<file path="src/rtl/mem_req_arbiter_pkg.sv">
// Shared constants and state encodings for the memory request arbiter.
package mem_req_arbiter_pkg;

    localparam logic TRUE       = 1'b1;
    localparam logic FALSE      = 1'b0;
    localparam logic FLAG_READ  = 1'b0;
    localparam logic FLAG_WRITE = 1'b1;

    localparam int unsigned ADDR_LEN = 32;
    localparam int unsigned DATA_LEN = 32;

    localparam logic [ADDR_LEN-1:0] ZERO_ADDR = '0;

    localparam logic [2:0] SIZE_BYTE = 3'd1;
    localparam logic [2:0] SIZE_HALF = 3'd2;
    localparam logic [2:0] SIZE_WORD = 3'd4;

    typedef enum logic [1:0] {
        ARB_IDLE    = 2'd0,
        ARB_BUSY_IF = 2'd1,
        ARB_BUSY_LS = 2'd2,
        ARB_DRAIN   = 2'd3
    } arb_state_e;

endpackage

</file>
<file path="src/rtl/mem_req_arbiter_req_slot.sv">
// One-entry request holding register with capture, grant-clear and flush-clear.
module req_slot #(
    parameter int unsigned WIDTH = 32
) (
    input  logic             clk,
    input  logic             rst,
    input  logic             rdy,
    input  logic             capture,
    input  logic             clear,
    input  logic             flush_clr,
    input  logic [WIDTH-1:0] din,
    output logic             valid,
    output logic [WIDTH-1:0] dout
);

    // Flush beats capture; capture only lands in an empty slot, clear only hits a full one.
    always_ff @(posedge clk) begin
        if (rst) begin
            valid <= 1'b0;
            dout  <= '0;
        end else if (rdy) begin
            if (flush_clr) begin
                valid <= 1'b0;
            end else if (capture && !valid) begin
                valid <= 1'b1;
                dout  <= din;
            end else if (clear) begin
                valid <= 1'b0;
            end
        end
    end

endmodule

</file>
<file path="src/rtl/mem_req_arbiter.sv">
// Arbitrates fetch and load/store requests onto the single memory controller port.
module mem_req_arbiter
    import mem_req_arbiter_pkg::*;
#(
    parameter int unsigned ADDR_LEN     = mem_req_arbiter_pkg::ADDR_LEN,
    parameter int unsigned DATA_LEN     = mem_req_arbiter_pkg::DATA_LEN,
    parameter int unsigned STARVE_LIMIT = 4
) (
    input  logic                clk,
    input  logic                rst,
    input  logic                rdy,
    input  logic                flush,
    input  logic                if_req_valid,
    input  logic [ADDR_LEN-1:0] if_req_addr,
    output logic                if_req_ready,
    output logic                if_resp_valid,
    output logic [DATA_LEN-1:0] if_resp_data,
    input  logic                ls_req_valid,
    input  logic                ls_req_wr,
    input  logic [2:0]          ls_req_size,
    input  logic [ADDR_LEN-1:0] ls_req_addr,
    input  logic [DATA_LEN-1:0] ls_req_wdata,
    output logic                ls_req_ready,
    output logic                ls_resp_valid,
    output logic [DATA_LEN-1:0] ls_resp_data,
    output logic                mc_ena,
    output logic                mc_wr_flag,
    output logic [2:0]          mc_size,
    output logic [ADDR_LEN-1:0] mc_addr,
    output logic [DATA_LEN-1:0] mc_wdata,
    input  logic                mc_ok,
    input  logic [DATA_LEN-1:0] mc_rdata
);

    localparam int unsigned STREAK_W = $clog2(STARVE_LIMIT + 1);
    localparam int unsigned LS_W     = 1 + 3 + ADDR_LEN + DATA_LEN;

    logic                if_slot_valid;
    logic [ADDR_LEN-1:0] if_slot_addr;
    logic                ls_slot_valid;
    logic [LS_W-1:0]     ls_slot_data;
    logic                ls_slot_wr;
    logic [2:0]          ls_slot_size;
    logic [ADDR_LEN-1:0] ls_slot_addr;
    logic [DATA_LEN-1:0] ls_slot_wdata;

    arb_state_e          state_q, state_d;
    logic [STREAK_W-1:0] streak_q;
    logic                grant_if, grant_ls, if_done, ls_done;
    logic                fetch_cand, starved;

    assign {ls_slot_wr, ls_slot_size, ls_slot_addr, ls_slot_wdata} = ls_slot_data;

    // Fetch slot: a flush drops its content and blocks a same-cycle capture.
    req_slot #(.WIDTH(ADDR_LEN)) u_if_slot (
        .clk       (clk),
        .rst       (rst),
        .rdy       (rdy),
        .capture   (if_req_valid && !flush),
        .clear     (grant_if),
        .flush_clr (flush),
        .din       (if_req_addr),
        .valid     (if_slot_valid),
        .dout      (if_slot_addr)
    );

    // Load/store slot: never flushed, stores must complete.
    req_slot #(.WIDTH(LS_W)) u_ls_slot (
        .clk       (clk),
        .rst       (rst),
        .rdy       (rdy),
        .capture   (ls_req_valid),
        .clear     (grant_ls),
        .flush_clr (1'b0),
        .din       ({ls_req_wr, ls_req_size, ls_req_addr, ls_req_wdata}),
        .valid     (ls_slot_valid),
        .dout      (ls_slot_data)
    );

    assign if_req_ready = !if_slot_valid;
    assign ls_req_ready = !ls_slot_valid;

    // Keep only the low bytes a load of the given size actually returns.
    function automatic logic [DATA_LEN-1:0] mask_bytes(input logic [DATA_LEN-1:0] d,
                                                       input logic [2:0] sz);
        case (sz)
            SIZE_BYTE: return DATA_LEN'(d[7:0]);
            SIZE_HALF: return DATA_LEN'(d[15:0]);
            default:   return d;
        endcase
    endfunction

    // Next-state and grant decode.
    always_comb begin
        state_d    = state_q;
        grant_if   = FALSE;
        grant_ls   = FALSE;
        if_done    = FALSE;
        ls_done    = FALSE;
        fetch_cand = if_slot_valid && !flush;
        starved    = fetch_cand && (streak_q == STREAK_W'(STARVE_LIMIT));
        case (state_q)
            ARB_IDLE: begin
                if (ls_slot_valid && !starved) begin
                    grant_ls = TRUE;
                    state_d  = ARB_BUSY_LS;
                end else if (fetch_cand) begin
                    grant_if = TRUE;
                    state_d  = ARB_BUSY_IF;
                end
            end
            ARB_BUSY_IF: begin
                if (mc_ok) begin
                    if_done = !flush;
                    state_d = ARB_IDLE;
                end else if (flush) begin
                    state_d = ARB_DRAIN;
                end
            end
            ARB_BUSY_LS: begin
                if (mc_ok) begin
                    ls_done = TRUE;
                    state_d = ARB_IDLE;
                end
            end
            ARB_DRAIN: begin
                if (mc_ok) begin
                    state_d = ARB_IDLE;
                end
            end
            default: state_d = ARB_IDLE;
        endcase
    end

    // State register.
    always_ff @(posedge clk) begin
        if (rst) begin
            state_q <= ARB_IDLE;
        end else if (rdy) begin
            state_q <= state_d;
        end
    end

    // Count LS grants that pass over a waiting fetch; saturates at the limit.
    always_ff @(posedge clk) begin
        if (rst) begin
            streak_q <= '0;
        end else if (rdy) begin
            if (grant_if || !fetch_cand) begin
                streak_q <= '0;
            end else if (grant_ls && (streak_q != STREAK_W'(STARVE_LIMIT))) begin
                streak_q <= streak_q + STREAK_W'(1);
            end
        end
    end

    // Registered issue fields and completion responses.
    always_ff @(posedge clk) begin
        if (rst) begin
            mc_ena        <= FALSE;
            mc_wr_flag    <= FLAG_READ;
            mc_size       <= '0;
            mc_addr       <= ADDR_LEN'(ZERO_ADDR);
            mc_wdata      <= '0;
            if_resp_valid <= FALSE;
            if_resp_data  <= '0;
            ls_resp_valid <= FALSE;
            ls_resp_data  <= '0;
        end else if (!rdy) begin
            mc_ena        <= FALSE;
            if_resp_valid <= FALSE;
            ls_resp_valid <= FALSE;
        end else begin
            mc_ena <= grant_if || grant_ls;
            if (grant_ls) begin
                mc_wr_flag <= ls_slot_wr;
                mc_size    <= ls_slot_size;
                mc_addr    <= ls_slot_addr;
                mc_wdata   <= ls_slot_wdata;
            end else if (grant_if) begin
                mc_wr_flag <= FLAG_READ;
                mc_size    <= SIZE_WORD;
                mc_addr    <= if_slot_addr;
                mc_wdata   <= '0;
            end
            if_resp_valid <= if_done;
            if (if_done) begin
                if_resp_data <= mc_rdata;
            end
            ls_resp_valid <= ls_done;
            if (ls_done) begin
                ls_resp_data <= (mc_wr_flag == FLAG_WRITE) ? '0 : mask_bytes(mc_rdata, mc_size);
            end
        end
    end

endmodule

</file>
<file path="config.mk">
export PLATFORM = sky130hd
export DESIGN_NAME = mem_req_arbiter
export DESIGN_NICKNAME = d
export VERILOG_FILES = /design/src/rtl/mem_req_arbiter_pkg.sv /design/src/rtl/mem_req_arbiter_req_slot.sv /design/src/rtl/mem_req_arbiter.sv
export SDC_FILE = /design/constraint.sdc
export NUM_CORES = 1
export LEC_CHECK = 0
export CAP_MARGIN = 20
export CORE_MARGIN = 4
export CORE_UTILIZATION = 53
export CTS_BUF_LIST = sky130_fd_sc_hd__clkbuf_4 sky130_fd_sc_hd__clkbuf_8
export DETAILED_ROUTE_END_ITERATION = 10
export PLACE_DENSITY = 0.95
export SETUP_SLACK_MARGIN = 0.02
export SLEW_MARGIN = 25
export SYNTH_ARGS = -nofsm -noshare
export SYNTH_HDL_FRONTEND = slang
export SYNTH_HIERARCHICAL = 1
export SYNTH_SLANG_ARGS = --single-unit
export TNS_END_PERCENT = 30
</file>
<file path="constraint.sdc">
create_clock -name clk -period 3.45 [get_ports clk]
set_input_delay 0.69 -clock clk [delete_from_list [all_inputs] [get_ports clk]]
set_output_delay 0.69 -clock clk [all_outputs]
set_load 0.05 [all_outputs]
</file>
==> results of run 1 <==
power breakdown:
| part | internal [mW] | total, mW | switching (mW) | leakage [nW] |
|---|---|---|---|---|
| clock network | 1.45 | 2.54 | 1.08 | 0.425 |
| logic | 0.298 | 0.595 | 0.297 | 2.31 |
| registers | 2.85 | 2.89 | 0.0363 | 1.96 |
| total | 4.60 | 6.02 | 1.42 | 4.69 |
stage by stage:
stage,util,hold WS [ps],std cells
2_1_floorplan,-,443.3,1001
4_1_cts,0.7381,457.3,1506
5_1_grt,0.7382,473.1,1506
3_3_place_gp,0.6937,439.9,1442
6_report,0.7382,451.8,1506
3_5_place_dp,0.6937,448.7,1442
layer usage:
| metal | global-route usage | share of wire |
|---|---|---|
| met1 | 0.2742 | 0.39 |
| met2 | 0.4179 | 0.49 |
| met3 | 0.06250 | 0.080 |
| met4 | 0.1060 | 0.036 |
| met5 | 0 | 0 |
state kept, by name, indices dropped and copies added (netlist names), 2 cells and up:
register,cells
mc_size,3
streak_q,3
u_if_slot/dout,32
u_ls_slot/dout,68
mc_addr,32
ls_resp_data,32
state_q,2
mc_wdata,32
if_resp_data,32
path summary, 6_finish.rpt:
kind | start | endpoint | slack (ps) | cells after the start
worst max-delay path | mc_wr_flag | mc_wr_flag | 640 | 1
worst min-delay path | u_ls_slot/dout[67] | mc_wr_flag | 450 | 1
worst max register to register | streak_q[0] | mc_addr[3] | 1490 | 7
worst min register to register | u_ls_slot/dout[67] | mc_wr_flag | 450 | 1
cells in the final DEF, fill, tap and decap left out, drive strengths merged, types with 32 or more instances in the layout:
cell | synthesis | layout
mux2i | 100 | 100
a311oi | 32 | 32
nand2 | 132 | 132
a21oi | 42 | 42
nor2 | 57 | 57
clkdlybuf4s50 | 0 | 274
a22o | 54 | 54
nand2b | 201 | 201
clkbuf | 37 | 59
dfxtp | 242 | 242
synthesized netlist by cell type, drive strengths merged:
master,instances
dfxtp,242
nand2b,201
nand2,132
mux2i,100
nor2,57
a22o,54
a21oi,42
buf,41
clkbuf,37
a311oi,32
nor3b,10
a22oi,8
inv,7
nor2b,7
o21ai,5
nor3,4
and4bb,2
ha,2
nand3,2
nand4b,2
nor4,2
or3,2
a211oi,1
a31oi,1
a32o,1
and3,1
conb,1
nor4b,1
o211a,1
or4b,1
xnor2,1
layout make-up:
| class | instances | area, um2 | share of cell area |
|---|---|---|---|
| multi-input cells | 674 | 4504 | 0.3362 |
| flip-flops and latches | 242 | 4845 | 0.3616 |
| inverters | 7 | 26.28 | 0.001961 |
| clock inverters | 5 | 56.30 | 0.004203 |
| clock buffers | 59 | 749.5 | 0.05594 |
| repair buffers | 290 | 2929 | 0.2186 |
| well taps | 229 | 286.5 | 0.02139 |
cells by family after synthesis:
logic type | synth area share
xor+xnor | 0.0008893
buf+inv | 0.05284
flops | 0.4918
fa+ha+maj | 0.002540
other cells | 0.0003807
compound gates | 0.1163
mux | 0.1016
simple gates | 0.2336
==> results.py, run 1 <==
metrics = {
    "status": {
        "status": "complete, no violations",
    },
    "drt": {
        "routed_wl_um": 26220,
        "drtPass1Iterations": 5,
        "vias_per_cell": 5.377,
        "drt-initial-drc-count": 407,
        "remaining_drc_errors": 0,
        "via_count": 8098,
        "wl_per_cell_um": 17.41,
        "antenna_left": 0,
    },
    "worst_hold_path": {
        "min_path_type": "reg -> reg",
    },
    "yosys": {
        "ys_ff_latch": 242,
        "ys_types": 45,
        "synth_area_per_cell_um2": 9.851,
        "syn_area_um2": 9851,
        "yosysSeqAreaShare": 0.4918,
        "synthCells": 1000,
        "synth_area_leader_cell": "dfxtp_1",
        "synth_top_area_frac": 0.4918,
        "synthTopCellsByArea": "dfxtp_1, nand2b_1, mux2i_1",
        "yosys_warnings": 6,
    },
    "layout": {
        "nFillCells": 1203,
        "drive_above_1_share": 0.08301,
        "nets": 1394,
        "diodes": 0,
        "final_cell_area_um2": 13400,
        "area_growth_pct": 36.00,
    },
    "timing": {
        "fmax_ghz": 0.3564,
        "finalMaxSlewViolations": 0,
        "setup_viol": 0,
        "finalHoldViolCount": 0,
        "min_period_ps": 2806,
        "setup_tns_ps": 0,
        "setup_slack_ps": 644.2,
        "clock_skew_ps": 15.52,
        "slew_headroom": 0.5149,
        "rsz0062_at_grt": "no",
        "layout_worst_path_cycle_share": 0.8133,
        "worst_pin_slew_ps": 727.7,
    },
    "critical_path": {
        "worstSetupPathType": "reg -> out",
        "slowest_delay_ps": 920,
        "crit_required_ps": 2760,
        "crit_family": "buffers and inverters",
        "crit_arrival_ps": 2120,
        "cp_slowest_cell": "clkdlybuf4s50_1",
        "path_max_fanout": 12,
        "end_kind": "output port",
        "crit_chain": "clkdlybuf4s50_1",
        "path_buf_inv": 1,
        "cp-start-kind": "flop",
    },
    "clock_network": {
        "hold_buffers": 0,
        "cts_tree": "done",
        "clockBufferDepth": 3,
        "cts_made_buffers": 38,
        "path_clk_slew_ps": 60,
        "post_cts.repair.setup_buffers": 0,
        "cts_root_buffer": "clkbuf_8",
        "cts.sinks": 242,
        "clk_latency_ps": 520,
        "h-tree-depth": 2,
        "cts_resized": 0,
    },
    "floorplanning": {
        "start_util": 0.5428,
        "core_area_um2": 18150,
        "rows": 49,
        "io_pins": 276,
        "die_h_um": 144.3,
        "dieArea_um2": 20830,
        "die_w_um": 144.3,
    },
    "global_route": {
        "grt_overflow": 0,
        "track_usage": 0.2389,
        "grt_pass1_wl_um": 40390,
        "grt_max_degree": 134,
        "antenna_found_initial": 0,
        "grt_pass1_vias": 8242,
    },
    "placed_design": {
        "portBuffers": 275,
        "place_ws_ps": 475.1,
        "dpl_cell_area_um2": 12590,
        "dp_hpwl_um": 16980,
        "place_congestion": 0.8418,
    },
    "flow_run": {
        "maxCapViolCount": 0,
    },
    "pwr": {
        "power_leakage_nw": 4.691,
        "vdd_ir_drop_max_mv": 0.2868,
        "p_per_area_nw_per_um2": 449.5,
        "p_total_mw": 6.022,
    },
}
Power figures use the tool's default switching activity.
==> run 2: changes to the inputs <==
CORE_UTILIZATION = 45   (was 53)
PLACE_DENSITY = 0.87   (was 0.95)
clock period = 2.3 ns   (was 3.45 ns; I/O delays follow)
==> run 2 against run 1 <==
- via count decreased by 1.9%
- register-to-register slack lost 1100 ps
- core utilization fell by 9.5 points
- sequential share of layout area fell by 0.76 points
- die area rose by 17%
- clock power increased by 57%
- sequential power rose by 50%
- largest power group unchanged
==> results.py, run 2 (synthesized netlist as in run 1, its figures left out) <==
metrics = {
    "timing": {
        "layout_worst_path_cycle_share": 0.9618,
        "slew_headroom": 0.4275,
        "rsz0062_at_grt": "yes",
        "holdWs_ps": 320.3,
        "clock_skew_ps": 16.09,
        "fmax_ghz": 0.4521,
        "worst_pin_slew_ps": 856.7,
        "min_period_ps": 2212,
        "setup_tns_ps": 0,
        "finalHoldViolCount": 0,
        "finalMaxSlewViolations": 0,
        "setup_viol": 0,
    },
    "layout": {
        "largest_reg_flops": 68,
        "nets": 1410,
        "top_register": "u_ls_slot/dout",
        "drive_above_1_share": 0.09590,
        "instances_no_fill": 1569,
        "area_growth_pct": 38.93,
        "layout_commonest_cell": "clkdlybuf4s50_1",
        "final_cell_area_um2": 13690,
        "final_cell_mix": "clkdlybuf4s50_1, dfxtp_1, nand2b_1",
        "nFillCells": 1689,
    },
    "clock_network": {
        "cts_tree": "done",
        "clockBufferDepth": 3,
        "cts_resized": 2,
        "h-tree-depth": 2,
        "hold_buffers": 0,
        "clk_latency_ps": 520,
        "cts_made_buffers": 42,
        "path_clk_slew_ps": 60,
        "post_cts.repair.setup_buffers": 0,
        "cts_root_buffer": "clkbuf_8",
        "cts.sinks": 242,
    },
    "placed_design": {
        "place_inst": 1500,
        "portBuffers": 275,
        "place_congestion": 0.8823,
        "dpl_cell_area_um2": 12830,
        "dp_hpwl_um": 17540,
    },
    "pwr": {
        "p_total_mw": 9.221,
        "p_per_area_nw_per_um2": 673.8,
        "power_leakage_nw": 4.830,
        "vdd_ir_drop_max_mv": 0.3357,
    },
    "floorplanning": {
        "io_pins": 276,
        "dieArea_um2": 24320,
        "die_h_um": 156.0,
        "start_util": 0.4628,
        "core_area_um2": 21290,
        "rows": 53,
        "die_w_um": 156.0,
    },
    "critical_path": {
        "worstSetupPathType": "reg -> out",
        "cp_slowest_cell": "clkdlybuf4s50_1",
        "cp-start-kind": "flop",
        "end_kind": "output port",
        "crit_chain": "clkdlybuf4s50_1",
        "path_max_fanout": 4,
        "crit_family": "buffers and inverters",
        "path_buf_inv": 1,
        "crit_required_ps": 1840,
        "crit_arrival_ps": 1750,
        "slowest_delay_ps": 860,
    },
    "global_route": {
        "grt_overflow": 0,
        "track_usage": 0.2027,
        "grt_pass1_wl_um": 40610,
        "grt_pass1_vias": 8192,
        "grt_max_degree": 142,
        "antenna_found_initial": 1,
    },
    "drt": {
        "drtPass1Iterations": 4,
        "routed_wl_um": 25700,
        "drt-initial-drc-count": 398,
        "via_count": 7944,
        "remaining_drc_errors": 0,
        "wl_per_cell_um": 16.38,
        "antenna_left": 0,
        "vias_per_cell": 5.063,
    },
    "flow_run": {
        "maxCapViolCount": 0,
    },
    "status": {
        "status": "complete, no violations",
    },
    "worst_hold_path": {
        "min_path_type": "in -> reg",
    },
}
## run 2: path summary, 6_finish.rpt
| check | slack [ps] | end | startpoint | cells after the start |
|---|---|---|---|---|
| max reg2reg | 440 | mc_wdata[6] | u_if_slot/valid | 4 |
| max | 90 | mc_size[1] | mc_size[1] | 1 |
| min reg2reg | 460 | if_resp_data[3] | if_resp_data[3] | 2 |
| min | 320 | if_resp_data[24] | rst | 2 |
## run 2: where the power goes
group          leakage [nW]  switching [mW]  internal (mW)
logic                  2.42           0.441          0.463
clock network         0.452            1.63           2.35
registers              1.96          0.0548           4.28
total                  4.83            2.12           7.10
## run 2: routing by layer
layer  wire length [um]  global-route usage  up-vias
li1                   -                   -     3908
met1              10600              0.2511     3718
met2              12550              0.3406      268
met3               1778             0.05132       50
met4                770             0.07670        0
met5                  0                   0        -
## run 2: layout make-up
type                            instances  area, um2  share of cell area
Antenna cell                            1      2.502           0.0001828
Clock buffer                           62      772.0             0.05641
Clock inverter                          6      82.58            0.006034
Inverter                                7      26.28            0.001920
Multi-Input combinational cell        674       4512              0.3297
Sequential cell                       242       4845              0.3540
Tap cell                              275      344.1             0.02514
Timing Repair Buffer                  302       3102              0.2266
## run 2: through the flow
step,util,setup slack (ps)
floorplan,-,634.6
global placement,0.6025,-20.14
detailed placement,0.6025,-89.92
CTS,0.6426,20.87
global route,0.6429,15.16
finish,0.6429,87.86
==> run 3: changes to the inputs <==
CAP_MARGIN = unset   (was 20)
CORE_MARGIN = 8   (was 4)
==> run 3 against run 2 <==
- maximum frequency rose by 0.75%
- global-route usage fell by 1.2 points
- critical path type unchanged
- critical endpoint is now mc_size[0]
- clock skew barely moved
- worst hold slack improved by 45 ps
- power fell by 0.99%
- largest cell class unchanged
- routed wire length rose by 3.8%
==> results.py, run 3 (synthesized netlist as in run 1, its figures left out) <==
metrics = {
    "pwr": {
        "clkPwrFrac": 0.426,
        "netSwitchingFraction": 0.2322,
        "power_leakage_nw": 4.814,
        "p_comb_frac": 0.100,
        "seq_power_share": 0.475,
        "p_switching_mw": 2.120,
        "vdd_ir_drop_max_mv": 0.4240,
        "p_per_area_nw_per_um2": 668.9,
        "p_total_mw": 9.130,
        "intPower_mw": 7.009,
    },
    "clock_network": {
        "clockBufferDepth": 3,
        "hold_buffers": 0,
        "cts_tree": "done",
        "cts.sinks": 242,
        "clk_latency_ps": 520,
        "path_clk_slew_ps": 60,
        "h-tree-depth": 2,
        "cts_root_buffer": "clkbuf_8",
        "cts_made_buffers": 40,
        "post_cts.repair.setup_buffers": 0,
    },
    "drt": {
        "dr_wl_met2_um": 12970,
        "antenna_left": 0,
        "via_count": 7982,
        "drtPass1Iterations": 5,
        "vias_per_cell": 5.078,
        "drt-initial-drc-count": 467,
        "routed_wl_um": 26690,
        "topRoutingLayerUsed": "met5",
        "remaining_drc_errors": 0,
        "wl_met1_um": 11030,
        "met3_length_um": 2047,
        "wl_per_cell_um": 16.98,
    },
    "layout": {
        "top_register": "u_ls_slot/dout",
        "layout_commonest_cell": "clkdlybuf4s50_1",
        "area_growth_pct": 38.55,
        "largest_reg_flops": 68,
        "drive_above_1_share": 0.09373,
        "fin_util": 0.6293,
        "instances_no_fill": 1572,
        "nets": 1406,
        "final_cell_area_um2": 13650,
        "final_cell_mix": "clkdlybuf4s50_1, dfxtp_1, nand2b_1",
        "nFillCells": 1744,
    },
    "timing": {
        "setup_slack_ps": 104.2,
        "holdWs_ps": 365.7,
        "worst_pin_slew_ps": 883.6,
        "finalHoldViolCount": 0,
        "setup_viol": 0,
        "setup_tns_ps": 0,
        "min_period_ps": 2196,
        "layout_worst_path_cycle_share": 0.9547,
        "rsz0062_at_grt": "no",
        "finalMaxSlewViolations": 0,
        "fmax_ghz": 0.4554,
        "clock_skew_ps": 15.80,
        "slew_headroom": 0.4096,
    },
    "floorplanning": {
        "start_util": 0.4542,
        "die_h_um": 164.0,
        "io_pins": 276,
        "dieArea_um2": 26880,
        "die_w_um": 164.0,
        "core_area_um2": 21690,
        "rows": 54,
    },
    "placed_design": {
        "place_congestion": 0.7977,
        "dpl_cell_area_um2": 12810,
        "portBuffers": 275,
        "dp_hpwl_um": 18410,
        "place_inst": 1503,
        "place_ws_ps": -170.8,
    },
    "critical_path": {
        "path_max_fanout": 4,
        "crit_family": "buffers and inverters",
        "cp-start-kind": "flop",
        "end_kind": "output port",
        "crit_chain": "clkdlybuf4s50_1",
        "path_buf_inv": 1,
        "slowest_delay_ps": 850,
        "crit_arrival_ps": 1740,
        "cp_slowest_cell": "clkdlybuf4s50_1",
        "crit_required_ps": 1840,
        "worstSetupPathType": "reg -> out",
    },
    "flow_run": {
        "maxCapViolCount": 0,
    },
    "worst_hold_path": {
        "min_path_type": "in -> reg",
    },
    "global_route": {
        "track_usage": 0.1903,
        "grt_max_degree": 109,
        "antenna_found_initial": 2,
        "grt_overflow": 0,
        "grt_pass1_vias": 8241,
        "grt_pass1_wl_um": 42030,
    },
    "status": {
        "status": "complete, no violations",
    },
}
## run 3: cell type report
| cell class | instances | area, um2 | share of cell area |
|---|---|---|---|
| inverter | 7 | 26.28 | 0.001925 |
| clock buffer | 68 | 835.8 | 0.06124 |
| multi-input combinational | 674 | 4512 | 0.3306 |
| timing repair buffer | 300 | 3077 | 0.2254 |
| sequential | 242 | 4845 | 0.3550 |
| tap | 280 | 350.3 | 0.02567 |
| antenna | 1 | 2.502 | 0.0001834 |
## run 3: path summary, 6_finish.rpt
| check | from | end | slack [ps] | cells after the start |
|---|---|---|---|---|
| setup / recovery | mc_size[0] | mc_size[0] | 100 | 1 |
| hold / removal | rst | streak_q[2] | 370 | 2 |
| setup reg to reg | u_if_slot/valid | mc_addr[11] | 440 | 6 |
| hold reg to reg | if_resp_data[11] | if_resp_data[11] | 450 | 2 |
## run 3: what timing repair did
action,CTS,global route
gates resized for setup,2,1
pin swaps,0,0
setup endpoints to repair,2,1
## run 3: power groups by stage
stage	combinational (mW)	sequential (mW)	clock, mW
after floorplan	0.386	4.53	0
after global placement	0.900	4.42	0
after detailed placement	0.913	4.42	0
after CTS	0.916	4.33	3.99
after global routing	0.973	4.34	4.20
final	0.911	4.33	3.89
## run 3: layer usage
metal / vias to the layer above / track usage
met5: - / 0
met2: 264 / 0.3261
li1: 3904 / -
met3: 56 / 0.05489
met1: 3756 / 0.2211
met4: 2 / 0.07355
